[config.mk]
export PLATFORM = sky130hd
export DESIGN_NAME = pipeline_hazard_ctrl
export DESIGN_NICKNAME = d
export VERILOG_FILES = /design/src/rtl/hazard_pkg.sv /design/src/rtl/hazard_perf_counters.sv /design/src/rtl/pipeline_hazard_ctrl.sv
export SDC_FILE = /design/constraint.sdc
export NUM_CORES = 1
export LEC_CHECK = 0
export ABC_AREA = 1
export CORE_MARGIN = 10
export CORE_UTILIZATION = 32
export DETAILED_ROUTE_END_ITERATION = 10
export PLACE_DENSITY = 0.83
export SYNTH_ARGS = -nofsm -noshare
export SYNTH_HDL_FRONTEND = slang
export SYNTH_SLANG_ARGS = --single-unit
[constraint.sdc]
create_clock -name clk -period 1.45 [get_ports clk]
set_input_delay 0.2175 -clock clk [delete_from_list [all_inputs] [get_ports clk]]
set_output_delay 0.2175 -clock clk [all_outputs]
set_load 0.05 [all_outputs]
[src/rtl/hazard_pkg.sv]
// hazard_pkg: state encoding, md counter width and load-use detection shared by the hazard controller
package hazard_pkg;
  typedef enum logic [1:0] {
    RUN     = 2'd0,
    MD_WAIT = 2'd1,
    HALT    = 2'd2
  } state_t;
  localparam int MD_CNT_W = 4;
  function automatic logic load_use(
    input logic       ex_mem_read,
    input logic [4:0] ex_rd,
    input logic       uses_rs,
    input logic [4:0] rs,
    input logic       uses_rt,
    input logic [4:0] rt
  );
    return ex_mem_read && ex_rd != 5'd0 &&
           ((uses_rs && ex_rd == rs) || (uses_rt && ex_rd == rt));
  endfunction
endpackage

[src/rtl/hazard_perf_counters.sv]
// hazard_perf_counters: free-running stall-cycle and redirect-flush counters, wrapping at 2^CNT_W
module hazard_perf_counters #(
  parameter int CNT_W = 32
) (
  input  logic             clk,
  input  logic             rst,
  input  logic             i_stall,
  input  logic             i_flush,
  output logic [CNT_W-1:0] o_stall_cnt,
  output logic [CNT_W-1:0] o_flush_cnt
);
  logic [CNT_W-1:0] r_stall_cnt;
  logic [CNT_W-1:0] r_flush_cnt;
  // count one event per cycle on each input; cleared by reset
  always_ff @(posedge clk) begin
    if (rst) begin
      r_stall_cnt <= '0;
      r_flush_cnt <= '0;
    end else begin
      r_stall_cnt <= r_stall_cnt + CNT_W'(i_stall);
      r_flush_cnt <= r_flush_cnt + CNT_W'(i_flush);
    end
  end
  assign o_stall_cnt = r_stall_cnt;
  assign o_flush_cnt = r_flush_cnt;
endmodule

[src/rtl/pipeline_hazard_ctrl.sv]
// pipeline_hazard_ctrl: load-use/redirect/mult-div/halt sequencing for the 5-stage pipe; HAZARD_PERF_CNT_EN adds perf counters
module pipeline_hazard_ctrl
  import hazard_pkg::*;
#(
  parameter int MD_LATENCY = 5,
  parameter int CNT_W      = 32
) (
  input  logic             clk,
  input  logic             rst,
  input  logic [4:0]       id_rs,
  input  logic [4:0]       id_rt,
  input  logic             id_uses_rs,
  input  logic             id_uses_rt,
  input  logic             id_md_op,
  input  logic             id_halt,
  input  logic             id_redirect,
  input  logic             ex_mem_read,
  input  logic [4:0]       ex_rd,
  output logic             pc_write,
  output logic             ifid_stall,
  output logic             ifid_flush,
  output logic             idex_stall,
  output logic             idex_flush,
  output logic             exmem_flush,
  output logic             halted,
  output logic [CNT_W-1:0] stall_cnt,
  output logic [CNT_W-1:0] flush_cnt
);
  state_t              r_state;
  logic [MD_CNT_W-1:0] r_md_cnt;
  logic                w_lu;
  logic                w_run;
  logic                w_md;
  logic                w_hlt;
  assign w_lu  = load_use(ex_mem_read, ex_rd, id_uses_rs, id_rs, id_uses_rt, id_rt);
  assign w_run = r_state == RUN;
  assign w_md  = r_state == MD_WAIT;
  assign w_hlt = r_state == HALT;
  // controls decode straight from state and ID/EX inputs so they settle before the negedge pipe update
  always_comb begin
    pc_write    = w_run && !w_lu && !id_halt;
    ifid_stall  = !w_run || w_lu;
    ifid_flush  = w_run && !w_lu && !id_halt && id_redirect;
    idex_stall  = w_md;
    idex_flush  = w_hlt || (w_run && (w_lu || id_halt));
    exmem_flush = w_md;
    halted      = w_hlt;
  end
  // sequencing: a load-use stall defers every other ID request; mult/div holds EX for MD_LATENCY cycles
  always_ff @(posedge clk) begin
    if (rst) begin
      r_state  <= RUN;
      r_md_cnt <= '0;
    end else begin
      case (r_state)
        RUN: begin
          if (!w_lu && id_halt)
            r_state <= HALT;
          else if (!w_lu && !id_redirect && id_md_op) begin
            r_state  <= MD_WAIT;
            r_md_cnt <= MD_CNT_W'(MD_LATENCY - 1);
          end
        end
        MD_WAIT: begin
          r_md_cnt <= r_md_cnt - 1'b1;
          r_state  <= r_md_cnt == MD_CNT_W'(1) ? RUN : MD_WAIT;
        end
        HALT:    r_state <= HALT;
        default: r_state <= RUN;
      endcase
    end
  end
`ifdef HAZARD_PERF_CNT_EN
  hazard_perf_counters #(.CNT_W(CNT_W)) u_perf (
    .clk         (clk),
    .rst         (rst),
    .i_stall     (!pc_write && !w_hlt),
    .i_flush     (ifid_flush),
    .o_stall_cnt (stall_cnt),
    .o_flush_cnt (flush_cnt)
  );
`else
  assign stall_cnt = '0;
  assign flush_cnt = '0;
`endif
endmodule

==> results of run 1 <==
-- registers in the layout (all words and copies together), names as in the netlist --
signal,count
r_state,2
r_md_cnt,4
-- where the power goes --
| part | switching [uW] | internal [uW] |
|---|---|---|
| clock | 59.2 | 93.6 |
| sequential | 22.3 | 183 |
| combinational | 608 | 208 |
-- layout make-up --
cell class	instances	area [um^2]
fill	352	1971
multi-input combinational	143	728.2
timing repair buffer	33	337.8
sequential	6	121.4
inverter	25	98.84
tap	46	57.56
clock buffer	3	22.52
-- placed cells by master, fill, tap and decap left out, types with 4 or more instances in the layout --
master and count:
dfxtp_1 5, clkbuf_2 5, buf_12 7, clkdlybuf4s50_1 4
inv_1 16, nand2_2 5, nand2_1 29, conb_1 64
buf_2 6, buf_4 5, inv_2 7, nand2_4 4
nor2_1 10
-- cell families after synthesis --
logic type / Yosys count
adder cells (fa/ha/maj): 2
AND/OR/NAND/NOR: 64
XOR/XNOR: 1
AO/OA/AOI/OAI: 12
flip-flops: 6
buffers and inverters: 90
other: 1
-- what timing repair did --
| action | CTS | global route |
|---|---|---|
| setup endpoints to repair | 10 | 6 |
| pin swaps | 21 | 19 |
| resized for setup | 59 | 31 |
| cloned | 0 | 0 |
-- through the flow --
step,setup TNS [ns],area [um^2]
6_report,-0.03004,1366
5_1_grt,-0.1796,1366
4_1_cts,-0.09198,1335
3_5_place_dp,-3.290,1328
3_3_place_gp,-2.985,1328
2_1_floorplan,-0.1834,1368
-- how the worst min path moves through the flow --
stage	cells past startpoint	slack, ns	end
5_1_grt	2	0.51	r_md_cnt[1]
3_5_place_dp	2	0.47	r_md_cnt[1]
3_3_place_gp	2	0.46	r_md_cnt[1]
6_report	2	0.48	r_md_cnt[1]
4_1_cts	2	0.48	r_md_cnt[1]
2_1_floorplan	1	0.28	r_md_cnt[1]
-- worst max-delay path: cells and delay by family --
kind	cells	cell delay, ns
buffers and inverters	3	0.35
AND/OR/NAND/NOR	5	0.56
AO/OA/AOI/OAI	1	0.12
-- layer usage --
layer	up-vias	track usage (%)	share of wire [%]
li1	469	-	-
met5	-	0	0
met4	0	4.301	2.4
met3	8	4.730	14
met1	421	6.919	32
met2	58	14.72	52
==> impl_metrics.toml, run 1 <==
[drt]
vias_per_cell = 3.734
routed_wl_um = 2859
ant_nets = 0
drc = 0
first_pass_iters = 4
route.vias.total = 956
drt_iter0_drc = 37
wl_per_cell_um = 11.17

[synth]
synth-simple-area-share_pct = 26.69
yosysMostFrequentCell = "buf_4"
yosys.area.top_type_share_pct = 43.92
ys_seq_area_share_pct = 10.81
synthMuxAreaShare_pct = 0
ys_ff_latch = 6
ys.flop_type = "dfxtp_1"
synth_edf_count = 0
synth-compound-area-share_pct = 6.757
synth_area_per_cell_um2 = 6.313
ys_async_sr_fraction_pct = 0
synth_xor_area_share_pct = 0.7883
synthTopCellsByArea = "buf_4 44%, nand2_1 11%, dfxtp_1 11%, inv_1 7.1%, nor2_1 5.4%"
syn-cell-area_um2 = 1111
synth_area_leader_cell = "buf_4"
synth_warnings = 0
synth_top_family_by_area = "buffers and inverters"
yosys.area_share.adder_pct = 2.252
synth_common_cells = "65 x buf_4, 33 x nand2_1, 21 x inv_1, 16 x nor2_1, 6 x dfxtp_1"
syn_inst = 176
synth.distinct_cells = 24

[run]
cap_violations = 0

[timing]
fin_skew_ns = 0.005173
hold_viol = 0
rsz0062_at_grt = "true"
timing.final.crit_share_pct = 101.3
whs_ns = 0.4819
fin_crit_ns = 1.470
max_freq_ghz = 0.6805
fin_ws_ns = -0.01951
drv_slew = 0
setup_violations = 2

[die]
die_h_um = 78.93
core_um2 = 3337
die_x_um = 78.93
ios = 94
start_util_pct = 33.30
placementRows = 21
dieArea_um2 = 6229

[power]
p_total_uw = 1173
power_leakage_uw = 0.0007895
ir_worst_vdd_uv = 242.8
powerDensity_nw_per_um2 = 858.6

[clock_tree]
htreeDepth = 1
cts_sinks = 6
cts_buffer_depth = 2
cts_root_buf = "clkbuf_4"
cts_setup_buffers = 0
cts_tree = "built"
cts_hold_buf = 0
cts_buffers = 3
clock_latency_ns = 0.24
path_clk_slew_ns = 0.05

[critical_path]
crit_top_cell = "nand2_4"
worstSetupEndpointType = "output port"
rrSetupSlack_ns = 0.21
rr_startpoint = "r_md_cnt[0]"
crit_end = "ifid_flush"
r2r-end = "r_md_cnt[1]"
worst_r2r_path_depth = 4
crit_chain = "buf_8 -> nor2_4 -> nand3_2 -> o21ai_1 -> inv_1 -> nand2_4 -> nand2_4 -> nor3b_4 -> buf_12"
critPathLaunch = "ex_rd[0]"
required_ns = 1.23
critPathKind = "in2out"
crit_path_start_kind = "input pin"
max_stage_delay_ns = 0.23
crit_fanout = 5
crit_slowest_cell = "nor3b_4"
cp.arrival_ns = 1.25

[run_status]
status = "finished with violations"
violations = "setup timing"

[cells_and_area]
nets = 237
diodes = 0
fin_cells = 256
fin_util_pct = 40.94
layout-drive-gt1-share_pct = 30.48
areaGrowthSynthToFinish_pct = 22.97

[global_routing]
grt_pass1_vias = 960
grt_antenna_before_repair = 0
grt_first_pass_wirelength_um = 4215
gr-total-overflow = 0
gr-usage-all-layers_pct = 8.128
grt_max_degree = 8

[place]
hpwl_um = 2480
pre_cts_slack_ns = -0.4240
gp_congestion = 0.8304
dp.cells = 253
io_buffers = 29

[hold_path]
min_from = "r_md_cnt[1]"
hold_path.class = "reg2reg"
(Power assumes the default switching activity.)
==> run 2: changes to the inputs <==
--- a/config.mk
+++ b/config.mk
@@ -6,6 +6,7 @@
 export NUM_CORES = 1
 export LEC_CHECK = 0
 export ABC_AREA = 1
+export CAP_MARGIN = 10
 export CORE_MARGIN = 10
 export CORE_UTILIZATION = 32
 export DETAILED_ROUTE_END_ITERATION = 10
==> results of run 2 <==
The final DEF is identical to that of run 1; final timing and power are the same.
